`config.mk`:
```
export PLATFORM = sky130hd
export DESIGN_NAME = downlink_capture
export DESIGN_NICKNAME = d
export VERILOG_FILES = /design/src/rtl/downlink_capture.sv
export SDC_FILE = /design/constraint.sdc
export NUM_CORES = 1
export LEC_CHECK = 0
export ABC_CLOCK_PERIOD_IN_PS = 2800
export BUFFER_PORTS_ARGS = -buffer_cell sky130_fd_sc_hd__buf_2
export CAP_MARGIN = 20
export CORE_UTILIZATION = 55
export DETAILED_ROUTE_END_ITERATION = 16
export PLACE_DENSITY = 0.86
export SLEW_MARGIN = 20
export SYNTH_ARGS = -nofsm -noshare
export SYNTH_HDL_FRONTEND = slang
export SYNTH_SLANG_ARGS = --single-unit
```
`constraint.sdc`:
```
create_clock -name clk -period 2.8 [get_ports clk]
set_input_delay 0 -clock clk [delete_from_list [all_inputs] [get_ports clk]]
set_output_delay 0 -clock clk [all_outputs]
set_load 0.005 [all_outputs]
```
`src/rtl/downlink_capture.sv`:
```
// downlink_capture
//   Captures 40-bit AGC downlink words from four asynchronous strobes and
//   queues them in a 4-entry first-word-fall-through FIFO.
//
// Ports
//   clk, rst              : clock, synchronous active-high reset
//   dkstrt/dkbsnc/dkend   : asynchronous word-start, bit-sync, word-end strobes
//   dkdata                : asynchronous serial data, MSB first
//   clr_flags             : one-cycle pulse clearing overflow and err_count
//   word_data/word_valid  : head of FIFO and its valid flag
//   word_ready            : consumer accept; pop on word_valid && word_ready
//   frame_err             : one-cycle pulse per malformed frame
//   overflow              : sticky, a word was dropped on a full FIFO
//   err_count             : saturating malformed-frame count
//   fifo_level            : FIFO occupancy 0..4
module downlink_capture (
    input  logic        clk,
    input  logic        rst,
    input  logic        dkstrt,
    input  logic        dkbsnc,
    input  logic        dkend,
    input  logic        dkdata,
    input  logic        clr_flags,
    output logic [39:0] word_data,
    output logic        word_valid,
    input  logic        word_ready,
    output logic        frame_err,
    output logic        overflow,
    output logic [7:0]  err_count,
    output logic [2:0]  fifo_level
);

    typedef enum logic {
        IDLE,
        SHIFT
    } state_t;

    // Synchronizer bit order: [0]=dkstrt [1]=dkbsnc [2]=dkend [3]=dkdata
    logic [3:0]  s1_q, s1_d;
    logic [3:0]  s2_q, s2_d;
    logic [3:0]  dly_q, dly_d;

    state_t      state_q, state_d;
    logic [5:0]  bitcnt_q, bitcnt_d;
    logic [39:0] shreg_q, shreg_d;

    logic [39:0] mem_q [4];
    logic [39:0] mem_d [4];
    logic [1:0]  wr_ptr_q, wr_ptr_d;
    logic [1:0]  rd_ptr_q, rd_ptr_d;
    logic [2:0]  count_q, count_d;

    logic        frame_err_q, frame_err_d;
    logic        overflow_q, overflow_d;
    logic [7:0]  err_count_q, err_count_d;

    logic        strt_rise, bsnc_fall, end_rise, data_bit;
    logic        active;
    logic        err, push;
    logic [39:0] push_word;
    logic        pop, full, wr_en, ovf_set;

    always_comb begin
        s1_d  = {dkdata, dkend, dkbsnc, dkstrt};
        s2_d  = s1_q;
        dly_d = s2_q;
    end

    assign strt_rise = s2_q[0] & ~dly_q[0];
    assign bsnc_fall = ~s2_q[1] & dly_q[1];
    assign end_rise  = s2_q[2] & ~dly_q[2];
    assign data_bit  = s2_q[3];

    // Coincident events are resolved in a fixed order within one cycle:
    // bit shift, then word end, then word start.
    always_comb begin
        active    = (state_q == SHIFT);
        bitcnt_d  = bitcnt_q;
        shreg_d   = shreg_q;
        err       = 1'b0;
        push      = 1'b0;
        push_word = shreg_q;

        if (active && bsnc_fall) begin
            if (bitcnt_q == 6'd40) begin
                err    = 1'b1;
                active = 1'b0;
            end else begin
                shreg_d  = {shreg_q[38:0], data_bit};
                bitcnt_d = bitcnt_q + 6'd1;
            end
        end

        if (active && end_rise) begin
            if (bitcnt_d == 6'd40) begin
                push      = 1'b1;
                push_word = shreg_d;
            end else begin
                err = 1'b1;
            end
            active = 1'b0;
        end

        if (strt_rise) begin
            if (active) begin
                err = 1'b1;
            end
            bitcnt_d = '0;
            shreg_d  = '0;
            active   = 1'b1;
        end

        state_d = active ? SHIFT : IDLE;
    end

    assign word_valid = (count_q != 3'd0);
    assign pop        = word_valid & word_ready;
    assign full       = (count_q == 3'd4);
    assign wr_en      = push & (~full | pop);
    assign ovf_set    = push & full & ~pop;

    always_comb begin
        for (int unsigned i = 0; i < 4; i++) begin
            mem_d[i] = mem_q[i];
        end
        wr_ptr_d = wr_ptr_q;
        rd_ptr_d = rd_ptr_q;
        count_d  = count_q;

        if (wr_en) begin
            mem_d[wr_ptr_q] = push_word;
            wr_ptr_d        = wr_ptr_q + 2'd1;
        end
        if (pop) begin
            rd_ptr_d = rd_ptr_q + 2'd1;
        end
        case ({wr_en, pop})
            2'b10:   count_d = count_q + 3'd1;
            2'b01:   count_d = count_q - 3'd1;
            default: count_d = count_q;
        endcase
    end

    // A new error or overflow in the same cycle as clr_flags takes priority.
    always_comb begin
        frame_err_d = err;

        err_count_d = err_count_q;
        if (err) begin
            if (clr_flags) begin
                err_count_d = 8'd1;
            end else if (err_count_q != 8'hFF) begin
                err_count_d = err_count_q + 8'd1;
            end
        end else if (clr_flags) begin
            err_count_d = '0;
        end

        overflow_d = overflow_q;
        if (ovf_set) begin
            overflow_d = 1'b1;
        end else if (clr_flags) begin
            overflow_d = 1'b0;
        end
    end

    always_ff @(posedge clk) begin
        if (rst) begin
            s1_q        <= '0;
            s2_q        <= '0;
            dly_q       <= '0;
            state_q     <= IDLE;
            bitcnt_q    <= '0;
            shreg_q     <= '0;
            for (int unsigned i = 0; i < 4; i++) begin
                mem_q[i] <= '0;
            end
            wr_ptr_q    <= '0;
            rd_ptr_q    <= '0;
            count_q     <= '0;
            frame_err_q <= 1'b0;
            overflow_q  <= 1'b0;
            err_count_q <= '0;
        end else begin
            s1_q        <= s1_d;
            s2_q        <= s2_d;
            dly_q       <= dly_d;
            state_q     <= state_d;
            bitcnt_q    <= bitcnt_d;
            shreg_q     <= shreg_d;
            for (int unsigned i = 0; i < 4; i++) begin
                mem_q[i] <= mem_d[i];
            end
            wr_ptr_q    <= wr_ptr_d;
            rd_ptr_q    <= rd_ptr_d;
            count_q     <= count_d;
            frame_err_q <= frame_err_d;
            overflow_q  <= overflow_d;
            err_count_q <= err_count_d;
        end
    end

    assign word_data  = word_valid ? mem_q[rd_ptr_q] : '0;
    assign frame_err  = frame_err_q;
    assign overflow   = overflow_q;
    assign err_count  = err_count_q;
    assign fifo_level = count_q;

endmodule

```
==> results of run 1 <==
[layer usage]
| layer | global-route usage [%] | vias to the layer above | routed length (um) |
|---|---|---|---|
| met5 | 0 | - | 0 |
| met3 | 2.87 | 54 | 1720 |
| met1 | 33.6 | 3978 | 10300 |
| li1 | - | 3924 | - |
| met4 | 9.04 | 0 | 522 |
| met2 | 45.4 | 344 | 12600 |
[final timing paths]
check,startpoint,endpoint,slack [ps],cells past startpoint
worst max-delay path,bitcnt_q[1],mem_q[3][19],-5,14
worst min-delay path,rst,dly_q[0],330,3
worst max register to register,bitcnt_q[1],mem_q[3][19],-5,14
worst min register to register,s1_q[2],dly_d[2],450,1
[sequential cells by signal, summed over array words and instances, names as in the netlist, named ones only]
name and count:
dly_q 3, rd_ptr_q 2, state_q 1, fifo_level 3, err_count 8, wr_ptr_q 2
shreg_q 40, frame_err 1, dly_d 4, mem_q 160, overflow 1, bitcnt_q 6
s1_q 4
[logic make-up (layout without fill, tap and decap cells)]
logic type / after synthesis / in the layout / synth area share [%]
DFF: 237 / 237 / 47.2
buffers and inverters: 102 / 188 / 4.03
and+or+nand+nor: 387 / 387 / 17.6
xor gates and xnor gates: 6 / 6 / 0.522
AOI/OAI and AO/OA: 238 / 238 / 16.2
adders and majority gates: 8 / 8 / 1.07
muxes: 85 / 85 / 13.4
[layout make-up]
cell class	count	area share, %
inverter	7	0.237
timing repair buffer	137	9.00
sequential	237	39.1
clock buffer	31	5.66
multi-input combinational	724	42.5
tap	229	2.36
clock inverter	13	1.09
[per-stage QoR]
| stage | total power [mW] | TNS [ps] | hold WS [ps] | setup WS [ps] | cell area [um2] |
|---|---|---|---|---|---|
| finish | 6.76 | -4.70 | 330 | -4.70 | 12100 |
| CTS | 6.77 | 0 | 322 | 0.509 | 11800 |
| global placement | 3.54 | 0 | 217 | 122 | 10900 |
| detailed placement | 3.54 | 0 | 215 | 14.3 | 10900 |
| floorplan | 3.52 | 0 | 128 | 46.4 | 10100 |
| global route | 6.94 | -2340 | 348 | -124 | 12100 |
[Yosys cell counts (all sizes together) (12+ instances only)]
library cell  count
clkbuf           76
buf              19
and2             44
o21ai            12
dfxtp           237
nand2            93
mux2i            44
mux4             40
a21oi            55
nor2            180
a211oi          160
nor2b            16
[worst min-delay path, cell delays in order]
cell	delay, ps
dlygate4sd3_1	530
buf_4	200
nor2b_1	60
[report_power, final]
group | leakage (nW) | internal, mW | switching (mW)
clock | 0.411 | 1.92 | 1.35
combinational | 1.72 | 0.0309 | 0.0720
sequential | 1.91 | 3.38 | 0.00353
[timing repair]
item	4_1_cts	5_1_grt
gates cloned	0	3
hold buffers	11	0
hold endpoints to repair	25	0
setup endpoints to repair	10	166
pin swaps	1	8
resized for setup	4	43
buffers inserted	0	4
==> summary.txt, run 1 <==
Status
  – Status: finished, violations left
  – Violated checks: setup timing

Synthesis
  – Synthesized instance count: 1063
  – Area share of the largest cell type after synthesis: 47.2%
  – Mapped cell area: 10100 um2
  – Post-synth EDFFs: 0
  – Top cells by area, synth: dfxtp_1, a211oi_1, mux4_2
  – FF+latch count, synth: 237
  – Yosys top cell by area: dfxtp_1
  – Post-synth ARST share: 0%
  – Yosys warning count: 0
  – Yosys cell types: 47
  – Post-Syn Area per Cell: 9.46 um2
  – Sequential fraction of the synthesis area: 47.2%
  – Synth Flop Type: dfxtp_1
  – Mapped Nets: 1079

Floorplanning
  – Starting Density: 56.0%
  – Placement row count: 49
  – Die Y: 137 um
  – Core area: 18000 um2
  – Die width: 137 um
  – Num ports: 62
  – Area of the die: 18800 um2

Power and ir drop
  – PD cells: 556 nW/um2
  – Peak VDD IR: 0.467 mV
  – LEAKAGE: 4.05 nW

Flow run
  – Max-cap check violation count: 0

Final layout
  – Sequential cell area: 4750 um2
  – Multi-input gate area: 5170 um2
  – Non-Filler Instances: 1378
  – ANT cells: 0
  – Most frequent cells in the layout: dfxtp_1, nor2_1, a211oi_1, nand2_1, buf_2
  – # fillers: 1234
  – Synth-to-layout area growth: 20.7%
  – Nets: 1147
  – Fraction of layout cells with a size suffix above 1: 22.1%
  – Most common cell after layout, fill and taps aside: dfxtp_1
  – Final core occ: 67.6%

Global routing
  – Vias in the first global route: 7942
  – Initial antenna violation count: 0
  – Global-route wire length before repair: 39.2 mm
  – Largest net degree at the start of global routing: 175
  – Total gr overflow: 0
  – GRT Overall Usage: 26.1%

Timing
  – RSZ-0062 raised after global routing: yes
  – Worst Clk Skew: 26.7 ps
  – Max-slew violations: 0
  – Peak Freq: 357 MHz
  – Rel. slew slack: 46.9%
  – Fin crit share: 100%
  – Hold Vio Cnt, Final: 0
  – Setup ws final: -4.70 ps
  – Min Tclk post-route: 2800 ps
  – Worst slew pin tran: 797 ps
  – Final Setup Violations: 1

Drt
  – First-iteration detailed-routing DRC count: 895
  – Final WL: 25.1 mm
  – First-pass iteration count of the detailed router: 5
  – Post-route ant nets: 0
  – Drt drc: 0
  – Vias per cell: 6.02
  – Vias: 8300
  – Routed len/inst: 18.2 um

Setup path
  – Worst path bufs/invs: 6
  – Startpoint Class: flip-flop
  – WP data required: 3170 ps
  – Worst EP arrival: 3180 ps
  – WS Path Type: flip-flop to flip-flop
  – Largest stage delay, worst path: 530 ps
  – Worst path cell trace: inv_4, ha_4, nand4b_4, or4_4, nand3_2, o311ai_2, buf_4, nor3_4, buf_6, buf_6, buf_8, mux2i_1, buf_4, a211oi_1
  – CP delay by family, top: simple AND/OR/NAND/NOR gates
  – Crit Path Max Fanout: 5
  – Kind of end point of the critical path: flip-flop
  – Slowest CP cell: or4_4

Place
  – Placed cells: 1316
  – Hpwl dp: 13.9 mm
  – IO buf count: 61
  – Gpl congestion: 0.814

CTS
  – Sink Count: 237
  – Worst-case clock buffer depth: 3
  – Worst-path clk slew: 70 ps
  – TritonCTS clock tree: built
  – Total CTS buffers: 24
  – Worst skew pair latency: 530 ps
  – Clock Tree Root: clkbuf_16
  – H-tree depth: 1

Hold path
  – Worst Hold Class: input port to flip-flop
Note: power is estimated with default switching activity, not from simulation.
==> run 2: changes to the inputs <==
Settings changed: SKIP_LAST_GASP set to 1.
==> run 2 against run 1 <==
Compared with the run above:
- the flow now finishes without violations
- largest cell class unchanged
- final cell count unchanged
- sequential power is essentially flat
- global-route usage did not move
- setup slack better by 21 ps
- highest routed layer unchanged
- critical path type unchanged
- worst hold slack improved by 2.2 ps
- clock skew about the same
==> summary.txt, run 2 (same netlist as run 1, synthesis figures left out) <==
Power and ir drop
  – Clock group share of total power: 48.4% (about the same)
  – Peak VDD IR: 0.464 mV (-0.67%)
  – Tot Pwr: 6.75 mW (about the same)
  – Sw Ratio: 21.1% (-0.022 points)
  – Sequential group share of total power: 50.1% (about the same)
  – Comb pwr share: 1.5% (about the same)
  – LEAKAGE: 4.04 nW (about the same)
  – PD cells: 557 nW/um2 (+0.11%)
  – P_int: 5.33 mW (about the same)
  – P_sw: 1.42 mW (-0.14%)

Drt
  – Vias per cell: 6.03 (about the same)
  – Drt drc: 0 (unchanged)
  – Vias: 8303 (+0.036%)
  – Final WL: 25.3 mm (+0.73%)
  – First-pass iteration count of the detailed router: 5 (unchanged)
  – Routed len/inst: 18.4 um (+0.73%)
  – First-iteration detailed-routing DRC count: 866 (-3.2%)
  – Post-route ant nets: 0 (unchanged)

Global routing
  – Global-route wire length before repair: 39.2 mm (unchanged)
  – Total gr overflow: 0 (unchanged)
  – GRT Overall Usage: 26.1% (unchanged)
  – Largest net degree at the start of global routing: 175 (unchanged)
  – Initial antenna violation count: 0 (unchanged)
  – Vias in the first global route: 7942 (unchanged)

Place
  – Placed inst area: 10900 um2 (unchanged)
  – IO buf count: 61 (unchanged)
  – Hpwl dp: 13.9 mm (unchanged)
  – Gpl congestion: 0.814 (unchanged)
  – Worst slack at placement: 14.3 ps (unchanged)
  – Placed cells: 1316 (unchanged)

CTS
  – Total CTS buffers: 24 (unchanged)
  – Clock Tree Root: clkbuf_16
  – Worst-case clock buffer depth: 3 (unchanged)
  – H-tree depth: 1 (unchanged)
  – Sink Count: 237 (unchanged)
  – Worst skew pair latency: 530 ps (about the same)
  – TritonCTS clock tree: built
  – Worst-path clk slew: 70 ps (about the same)

Final layout
  – Most common cell after layout, fill and taps aside: dfxtp_1
  – Number of flip-flops in the largest register: 160 (unchanged)
  – Synth-to-layout area growth: 20.6%
  – Non-Filler Instances: 1378 (unchanged)
  – Nets: 1147 (unchanged)
  – # fillers: 1242 (+0.65%)
  – Largest reg by FF count: mem_q
  – Post-route cell area: 12100 um2 (-0.14%)
  – Fraction of layout cells with a size suffix above 1: 22.1% (unchanged)
  – Final core occ: 67.5% (-0.097 points)
  – ANT cells: 0 (unchanged)
  – Most frequent cells in the layout: dfxtp_1, nor2_1, a211oi_1, nand2_1, buf_2

Timing
  – Worst slew pin tran: 773 ps (-23.6 ps)
  – Min Tclk post-route: 2780 ps (-21.1 ps)
  – WHS: 332 ps (+2.23 ps)
  – RSZ-0062 raised after global routing: yes
  – Max-slew violations: 0 (unchanged)
  – Worst Clk Skew: 27.0 ps (+0.308 ps)
  – Fin crit share: 99.4% (-0.75 points)
  – Hold Vio Cnt, Final: 0 (unchanged)
  – Setup ws final: 16.4 ps (+21.1 ps)
  – TNS Setup: 0 ps (+4.70 ps)
  – Rel. slew slack: 48.4% (+1.6 points)
  – Peak Freq: 359 MHz (+0.76%)
  – Final Setup Violations: 0 (-1)

Floorplanning
  – Core area: 18000 um2 (unchanged)
  – Placement row count: 49 (unchanged)
  – Die width: 137 um (unchanged)
  – Die Y: 137 um (unchanged)
  – Num ports: 62 (unchanged)
  – Starting Density: 56.0% (unchanged)
  – Area of the die: 18800 um2 (unchanged)

Setup path
  – Worst path bufs/invs: 6 (unchanged)
  – Kind of end point of the critical path: flip-flop
  – CP delay by family, top: simple AND/OR/NAND/NOR gates
  – Slowest CP cell: or4_4
  – Startpoint Class: flip-flop
  – WP data required: 3180 ps (about the same)
  – Worst path cell trace: inv_4, ha_4, nand4b_4, or4_4, nand3_2, o311ai_2, buf_4, nor3_4, buf_6, buf_6, buf_8, mux2i_1, buf_4, a211oi_1
  – Crit Path Max Fanout: 5 (unchanged)
  – Worst EP arrival: 3160 ps (-20 ps)
  – Largest stage delay, worst path: 530 ps (about the same)
  – WS Path Type: flip-flop to flip-flop

Flow run
  – Max-cap check violation count: 0 (unchanged)

Hold path
  – Worst Hold Class: input port to flip-flop

Status
  – Status: completed
-- run 2: what timing repair did --
action,CTS,global route
pin swaps,1,8
hold buffers,11,0
gates resized for setup,3,42
endpoints found under the hold margin,25,0
gates cloned,0,3
setup endpoints to repair,10,166
buffers inserted,0,4
-- run 2: path summary, 6_finish.rpt --
| path | start | to | slack [ps] | cells after the start |
|---|---|---|---|---|
| worst max-delay path | bitcnt_q[1] | mem_q[0][19] | 20 | 14 |
| worst min-delay path | rst | dly_q[0] | 330 | 3 |
| worst max register to register | bitcnt_q[1] | mem_q[0][19] | 20 | 14 |
| worst min register to register | s1_q[2] | dly_d[2] | 450 | 1 |
-- run 2: metal layers --
layer  GRT usage, %  up-vias  wire length, um
li1               -     3915                -
met5              0        -                0
met3           2.87       60             1700
met4           9.04        0              574
met2           45.4      335            12600
met1           33.6     3993            10500
-- run 2: tightest hold or removal path, stage by stage --
cell	delay [ps]
dlygate4sd3_1	530
buf_4	200
nor2b_1	60
-- run 2: power groups by stage --
| stage | Sequential [mW] | Combinational, mW | Clock, mW |
|---|---|---|---|
| final | 3.38 | 0.103 | 3.27 |
| after CTS | 3.38 | 0.100 | 3.29 |
| after floorplan | 3.46 | 0.0656 | 0 |
| after detailed placement | 3.46 | 0.0874 | 0 |
| after global placement | 3.46 | 0.0872 | 0 |
| after global routing | 3.38 | 0.111 | 3.45 |
-- run 2: final cells by class --
type                            count  area [um2]  share of cell area (%)
Timing Repair Buffer              137        1090                    9.02
Inverter                            7        28.8                   0.237
Sequential cell                   237        4750                    39.2
Multi-Input combinational cell    724        5150                    42.4
Clock inverter                     13         133                    1.09
Tap cell                          229         287                    2.36
Clock buffer                       31         687                    5.66
